[src/rtl/rvvi_retire_cmp.sv]
// Retirement comparator: buffers DUT and reference retirement packets in two FIFOs and compares heads.
// Optional GPR writeback comparison (wen/rd/wdata) is enabled by defining RVVI_CMP_GPR_EN.
module rvvi_retire_cmp #(
  parameter int unsigned XLEN       = 32,
  parameter int unsigned DEPTH      = 4,
  parameter int unsigned MAX_ERRORS = 5
) (
  input  logic                 clk,
  input  logic                 rst_n,
  input  logic                 clear,
  input  logic                 dut_valid,
  output logic                 dut_ready,
  input  logic [2*XLEN+102:0]  dut_pkt,
  input  logic                 ref_valid,
  output logic                 ref_ready,
  input  logic [2*XLEN+102:0]  ref_pkt,
  output logic                 err_valid,
  output logic [5:0]           err_code,
  output logic [63:0]          err_order,
  output logic [15:0]          err_count,
  output logic [31:0]          match_count,
  output logic                 halt
);

  localparam int unsigned PW = 2 * XLEN + 103;
  localparam int unsigned AW = $clog2(DEPTH);
  localparam logic [AW:0] PtrOne  = {{AW{1'b0}}, 1'b1};
  localparam logic [AW:0] FullXor = {1'b1, {AW{1'b0}}};

  typedef enum logic [0:0] {StRun, StHalt} state_e;

  state_e state_q, state_d;

  logic [PW-1:0] dut_mem [DEPTH];
  logic [PW-1:0] ref_mem [DEPTH];
  logic [AW:0]   wp_q [2];
  logic [AW:0]   rp_q [2];
  logic [1:0]    in_valid, full, empty, push;
  logic          pop;
  logic [PW-1:0] dut_head, ref_head;
  logic [5:0]    mask;

  logic          err_valid_q;
  logic [5:0]    err_code_q;
  logic [63:0]   err_order_q;
  logic [15:0]   err_count_q;
  logic [31:0]   match_count_q;

  assign in_valid = {ref_valid, dut_valid};

  // Index 0 is the DUT side, index 1 the reference side.
  always_comb begin
    full  = '0;
    empty = '0;
    push  = '0;
    for (int s = 0; s < 2; s++) begin
      full[s]  = (wp_q[s] ^ rp_q[s]) == FullXor;
      empty[s] = wp_q[s] == rp_q[s];
      push[s]  = in_valid[s] && !full[s] && (state_q == StRun) && !clear;
    end
  end

  assign pop       = !empty[0] && !empty[1] && (state_q == StRun) && !clear;
  assign dut_ready = !full[0] && !halt;
  assign ref_ready = !full[1] && !halt;

  always_ff @(posedge clk or negedge rst_n) begin
    if (!rst_n) begin
      for (int s = 0; s < 2; s++) begin
        wp_q[s] <= '0;
        rp_q[s] <= '0;
      end
    end else if (clear) begin
      for (int s = 0; s < 2; s++) begin
        wp_q[s] <= '0;
        rp_q[s] <= '0;
      end
    end else begin
      for (int s = 0; s < 2; s++) begin
        if (push[s]) wp_q[s] <= wp_q[s] + PtrOne;
        if (pop)     rp_q[s] <= rp_q[s] + PtrOne;
      end
    end
  end

  always_ff @(posedge clk) begin
    if (push[0]) dut_mem[wp_q[0][AW-1:0]] <= dut_pkt;
    if (push[1]) ref_mem[wp_q[1][AW-1:0]] <= ref_pkt;
  end

  assign dut_head = dut_mem[rp_q[0][AW-1:0]];
  assign ref_head = ref_mem[rp_q[1][AW-1:0]];

  always_comb begin
    mask    = '0;
    mask[0] = dut_head[PW-1 -: 64] != ref_head[PW-1 -: 64];
    mask[1] = dut_head[PW-65 -: XLEN] != ref_head[PW-65 -: XLEN];
    mask[2] = dut_head[XLEN+38 -: 32] != ref_head[XLEN+38 -: 32];
    mask[3] = dut_head[XLEN+6] != ref_head[XLEN+6];
`ifdef RVVI_CMP_GPR_EN
    mask[4] = (dut_head[XLEN+5] != ref_head[XLEN+5]) ||
              (dut_head[XLEN+5] && ref_head[XLEN+5] &&
               (dut_head[XLEN+4 -: 5] != ref_head[XLEN+4 -: 5]));
    mask[5] = dut_head[XLEN+5] && ref_head[XLEN+5] &&
              (dut_head[XLEN-1:0] != ref_head[XLEN-1:0]);
`endif
  end

`ifndef RVVI_CMP_GPR_EN
  logic unused_gpr;
  assign unused_gpr = ^{dut_head[XLEN+5:0], ref_head[XLEN+5:0]};
`endif

  always_ff @(posedge clk or negedge rst_n) begin
    if (!rst_n) begin
      err_valid_q   <= 1'b0;
      err_code_q    <= '0;
      err_order_q   <= '0;
      err_count_q   <= '0;
      match_count_q <= '0;
    end else if (clear) begin
      err_valid_q   <= 1'b0;
      err_count_q   <= '0;
      match_count_q <= '0;
    end else begin
      err_valid_q <= pop && (mask != '0);
      if (pop && (mask != '0)) begin
        err_code_q  <= mask;
        err_order_q <= dut_head[PW-1 -: 64];
        if (err_count_q != 16'hFFFF) err_count_q <= err_count_q + 16'd1;
      end else if (pop) begin
        match_count_q <= match_count_q + 32'd1;
      end
    end
  end

  always_ff @(posedge clk or negedge rst_n) begin
    if (!rst_n) state_q <= StRun;
    else        state_q <= state_d;
  end

  always_comb begin
    state_d = state_q;
    if (clear) begin
      state_d = StRun;
    end else begin
      unique case (state_q)
        StRun:  if ((MAX_ERRORS != 0) && (err_count_q == 16'(MAX_ERRORS))) state_d = StHalt;
        StHalt: state_d = StHalt;
      endcase
    end
  end

  always_comb begin
    halt = (state_q == StHalt);
  end

  assign err_valid   = err_valid_q;
  assign err_code    = err_code_q;
  assign err_order   = err_order_q;
  assign err_count   = err_count_q;
  assign match_count = match_count_q;

endmodule
[config.mk]
export PLATFORM = sky130hd
export DESIGN_NAME = rvvi_retire_cmp
export DESIGN_NICKNAME = d
export VERILOG_FILES = /design/src/rtl/rvvi_retire_cmp.sv
export SDC_FILE = /design/constraint.sdc
export NUM_CORES = 1
export LEC_CHECK = 0
export CORE_MARGIN = 3
export CORE_UTILIZATION = 35
export CTS_BUF_LIST = sky130_fd_sc_hd__clkbuf_4 sky130_fd_sc_hd__clkbuf_8
export CTS_CLUSTER_DIAMETER = 50
export DETAILED_ROUTE_END_ITERATION = 8
export PLACE_DENSITY = 0.57
export SKIP_CTS_REPAIR_TIMING = 1
export SYNTH_ARGS = -nofsm -noshare
export SYNTH_HDL_FRONTEND = slang
export SYNTH_SLANG_ARGS = --single-unit
[constraint.sdc]
create_clock -name clk -period 7.9 [get_ports clk]
set_input_delay 1.975 -clock clk [delete_from_list [all_inputs] [get_ports clk]]
set_output_delay 1.975 -clock clk [all_outputs]
set_load 0.05 [all_outputs]
Word level (Yosys, flattened, before mapping)

Memories as Yosys holds them, arrays and structs flattened.
Cells that the tools add are included.

Flip-flop bits (word level): 130
Memory bits (writable): 1336
Bits of input ports: 339
Output and inout bits: 122
Word-level logic and storage cells: 80
Memories kept: 2

Add/sub/neg operators: 6
Equal/unequal tests: 11
Muxes and demuxes: 20
Bitwise operators: 4
Reduce and logical (&&, ||, !) cells: 27

Memories:

| memory  | depth | width | rd ports | clocked after Yosys merged registers in | write ports | RTL line | text |
|---|---|---|---|---|---|---|---|
| dut_mem | 4     | 167   | 1        | 0                                       | 1           | 34       | `logic [PW-1:0] dut_mem [DEPTH];` |
| ref_mem | 4     | 167   | 1        | 0                                       | 1           | 35       | `logic [PW-1:0] ref_mem [DEPTH];` |

Operators by type and width:

| operator                                             | number |
|---|---|
| 2-to-1 mux 32 bit                                    | 3 |
| inequality test 32 bit                               | 2 |
| inequality test 64 bit                               | 1 |
| 2-to-1 mux 16 bit                                    | 3 |
| adder 32 x 1 -> 32 bit, second input constant        | 1 |
| adder 16 x 1 -> 16 bit, second input constant        | 1 |
| equality test 16 x 3 -> 1 bit, second input constant | 1 |
| inequality test 16 bit, second input constant        | 1 |
| adder 3 x 1 -> 3 bit, second input constant          | 4 |
| logical AND 1 bit                                    | 12 |
| 2-to-1 mux 3 bit                                     | 4 |
| 2-to-1 mux 6 bit                                     | 2 |
| nonzero test 2 bit                                   | 5 |
| 2-to-1 mux 1 bit                                     | 7 |
| equality test 3 bit                                  | 2 |
| equality test 3 bit, second input constant           | 2 |
| zero test 1 bit                                      | 6 |
| AND reduction 2 bit                                  | 3 |
| nonzero test 6 bit                                   | 1 |
| bitwise XOR 3 bit                                    | 2 |
| inequality test 2 bit, second input constant         | 1 |
| inverter 1 bit                                       | 2 |
| one-hot mux 1 bit (2 select lines)                   | 1 |
| inequality test 1 bit                                | 1 |

Longest topological paths before layout

Depth in word-level cells: 8
Depth in mapped cells: 13
Depth with buffers taken out: 9

Least setup slack after synthesis

Ideal clock, no wire load.

Kind: reg-to-reg
Start point: register rp_q[1] (netlist bit)
End point: memory ref_mem[0][100] (netlist bit) (enable)
Setup time: 0.504 ns
Arrival: 5.611 ns
Required time: 7.396 ns
Slack: 1.785 ns
Cell stages (with the launch flop): 9
Path buffers: 3
Clock period less this slack: 6.115 ns
Cell sequence: dfrtp_1 -> clkbuf_1 -> clkbuf_1 -> buf_1 -> xnor2_1 -> a31oi_1 -> nand2_1 -> nor2_1 -> and2_1

Longest elaborated chain between the ends: 8

Ends and longest elaborated chain:

| item                                   | RTL line | text |
|---|---|---|
| start: declaration                     | 37       | `logic [AW:0] rp_q [2];` |
| start signal: indexed assignment       | 81       | `if (pop) rp_q[s] <= rp_q[s] + PtrOne;` |
| bitwise XOR 3 bit                      | 57       | `full[s] = (wp_q[s] ^ rp_q[s]) == FullXor;` |
| equality test 3 bit                    | 57       |  |
| zero test 1 bit                        | 59       | `push[s] = in_valid[s] && !full[s] && (state_q == StRun) && !clear;` |
| logical AND 1 bit (3 in a row)         | 59       |  |
| 2-to-1 mux 1 bit                       | 88       | `if (push[1]) ref_mem[wp_q[1][AW-1:0]] <= ref_pkt;` |
| 2-to-1 mux 1 bit (not written as such) | 88       |  |
| end: declaration                       | 35       |  |

No other way between the ends.

Worst setup path in the final report

Start point: register rp_q[0] (netlist bit)
End point: output ref_ready

Longest elaborated chain between the ends: 4

Ends and longest elaborated chain:

| item                | RTL line | text |
|---|---|---|
| bitwise XOR 3 bit   | 57       |  |
| equality test 3 bit | 57       |  |
| zero test 1 bit     | 65       | `assign ref_ready = !full[1] && !halt;` |
| logical AND 1 bit   | 65       |  |
| end: declaration    | 15       | `output logic ref_ready,` |

No other way between the ends.

==> results.ini <==
[outcome]
status = complete, no violations

[sta]
fmax_mhz = 176.9
fin_crit_ns = 5.653
max_slew_margin = 0.1578
rsz0062_at_grt = no
tns_ns = 0
setup-violations-final = 0
final-hold-violation-count = 0
fin_skew_ns = 0.04006
maxSlewViolCount = 0
finalCritPeriodShare = 0.7156
tightest_slew_ns = 1.259

[global_route]
grt_max_degree = 91
grt.overflow.total = 0
busiest_layer = met2
track_usage = 0.1742
grt_use_met1 = 0.2219
met2_usage = 0.2837
antenna_found_initial = 48
met3_usage = 0.06247
grt_pass1_vias = 23840
grt_pass1_wl_um = 165800

[clock_network]
clockBufferDepth = 3
worst_setup_hold_path_clk_slew_ns = 0.06
numCtsBuffers = 196
clk-insertion-delay-late_ns = 0.90
htreeDepth = 4
root_buffer = clkbuf_8
cts.sinks = 1162
cts_tree = done

[power_and_ir_drop]
ir_drop_mv = 0.2250
finalPower_uw = 16440
cellPowerDensity_mw_per_mm2 = 299.6
power_leakage_uw = 0.01758

[floorplanning]
initial_core_util = 0.3543
ios = 461
core_area_sq_mm = 0.1264
fp.dieH_um = 363.7
num_rows = 130
die_area_sq_mm = 0.1323
die_x_um = 363.7

[placement]
dp_hpwl_um = 69240
finalWeightedCongestion = 0.7632
io_buffers = 382

[yosys]
synth_seq_cells = 1162
synth_warnings = 0
syn-instance-count = 2089
netlist_area_sq_mm = 0.04478
synth_edf_count = 1032
seq_area_frac_synth = 0.7648
synth_common_cells = edfxtp_1 (1032), mux4_2 (258), xnor2_1 (137)
syn_area_per_cell_sq_um = 21.43
yosysTopAreaCell = edfxtp_1
synthTopCellsByArea = edfxtp_1 (69%), mux4_2 (13%), dfrtp_1 (7.3%)
synthArstFlopShare = 0.1119
synth_most_common_cell = edfxtp_1
synth_ff_type = edfxtp_1
yosysUniqueCellTypes = 47
synth_top_area_frac = 0.6921

[routing]
drtAntennaViolNets = 0
vias_per_cell = 5.003
firstDrtPassIters = 6
drtIter0Drc = 2029
wire_per_inst_um = 25.56
drc = 0
dr_total_vias = 22320
routed_wl_um = 114000

[cells_and_area]
drive_gt1_frac = 0.2660
seqCellArea_sq_mm = 0.03426
final_nets = 2965
multiInputGateArea_sq_mm = 0.01006
fillers = 10840
area_growth_pct = 22.55

[worst_setup_path]
r2r_start = rp_q[3]$_DFFE_PN0P_
worst_r2r_endpoint = match_count[21]$_DFFE_PN0P_
crit_type = reg2out
cp_slowest_cell = dfrtp_4
reg2regPathDepth = 10
cp_data_required_time_ns = 5.93
crit_path_end_kind = output pin
cp-start-kind = flop
cp.arrival_ns = 3.68
crit_path_max_fanout = 33
r2r_setup_slack_ns = 2.33
cp.depth = 4
crit_chain = buf_12, xnor2_1, a31oi_1, clkdlybuf4s50_1
critPathTopFamily = buffers and inverters
crit_buf_inv = 2
slowest_delay_ns = 1.00

[flow_run]
max_cap_violations = 0

[min_path]
min_path_type = reg2reg
hold_start = err_order[39]$_DFFE_PN0P_
min_path_cells = 1
whs_endpoint = err_order[39]$_DFFE_PN0P_

## area by class of cell
cell class              count  share of cell area
diodes                     25            0.001140
clock buffers             288             0.06369
clock inverters            83             0.01124
inverters                  20            0.001368
multi-input cells         819              0.1834
flip-flops and latches   1162              0.6243
well taps                1650             0.03762
repair buffers            414             0.07723
## flip-flops by register name (all words and copies together) (netlist names)
name,cells
rp_q,6
wp_q,6
dut_mem,516
err_code,4
err_valid,1
match_count,32
err_order,64
halt,1
err_count,16
ref_mem,516
## report_power, final
group	internal (uW)	switching [uW]
combinational	1610	2010
clock	3030	2450
sequential	7070	267
total	11700	4720
## per-stage QoR
step,hold WS (ns),utilization,area (sq um),cells,setup WS (ns)
2_1_floorplan,0.5234,-,44780,2090,1.785
3_3_place_gp,0.4899,0.4011,50700,4065,2.205
3_5_place_dp,0.4955,0.4011,50700,4065,2.101
4_1_cts,0.5087,0.4337,54810,4436,2.002
5_1_grt,0.5221,0.4337,54820,4440,1.747
6_report,0.5036,0.4342,54870,4461,2.247
## layer usage
layer | share of wire | wire [um]
met1 | 0.41 | 46450
met2 | 0.49 | 56100
met3 | 0.083 | 9431
met4 | 0.016 | 1820
met5 | 0.0020 | 225
## worst register-to-register path: stages, from the launching register on
cell	delay, ns
dfrtp_4	0.84
buf_4	0.48
buf_4	0.47
mux4_2	0.63
xnor2_1	0.22
nand4_1	0.26
nor4_1	0.57
nand4_1	0.50
nor3_2	1.02
nand4_1	0.23
a21oi_1	0.26
## cell usage in the layout, fill, tap and decap left out, types with 4 or more instances in the layout
cell type,instances
edfxtp_1,1032
clkdlybuf4s50_1,380
mux4_2,258
clkbuf_8,214
xnor2_1,137
dfrtp_1,126
clkbuf_4,75
mux2_2,71
nand4_1,60
nor2_1,49
clkinv_1,33
a21oi_1,28
clkinv_2,27
diode_2,25
nand2_1,25
nand3_1,22
inv_1,20
and3_1,18
buf_4,18
nor2b_1,17
or3_1,14
o21ai_0,14
buf_12,14
nor4_1,13
ha_1,13
a31o_2,10
mux2_4,10
and2_1,9
and2_4,8
xor2_1,7
inv_8,6
bufinv_16,5
nor3_1,4
clkinv_8,4
dfrtp_4,4
## logic make-up (layout without fill, tap and decap cells)
kind of cell,count (synthesis),in the layout,synth area share
xor+xnor,144,144,0.02817
other cells,1,27,0.00008375
flops,1162,1162,0.7648
fa+ha+maj,13,13,0.003633
compound gates,63,63,0.008663
mux,344,344,0.1522
buf+inv,109,805,0.01126
simple gates,253,253,0.03124
## how the worst max path moves through the flow
stage | to | start | slack (ns)
6_report | ref_ready | rp_q[0]$_DFFE_PN0P_ | 2.25
5_1_grt | match_count[21]$_DFFE_PN0P_ | rp_q[3]$_DFFE_PN0P_ | 1.75
4_1_cts | ref_ready | rp_q[0]$_DFFE_PN0P_ | 2.00
3_5_place_dp | match_count[21]$_DFFE_PN0P_ | rp_q[3]$_DFFE_PN0P_ | 2.10
3_3_place_gp | match_count[11]$_DFFE_PN0P_ | rp_q[3]$_DFFE_PN0P_ | 2.21
2_1_floorplan | ref_mem[0][100]$_DFFE_PP_ | rp_q[1]$_DFFE_PN0P_ | 1.79
No activity file was read; power rests on OpenSTA's default activity.
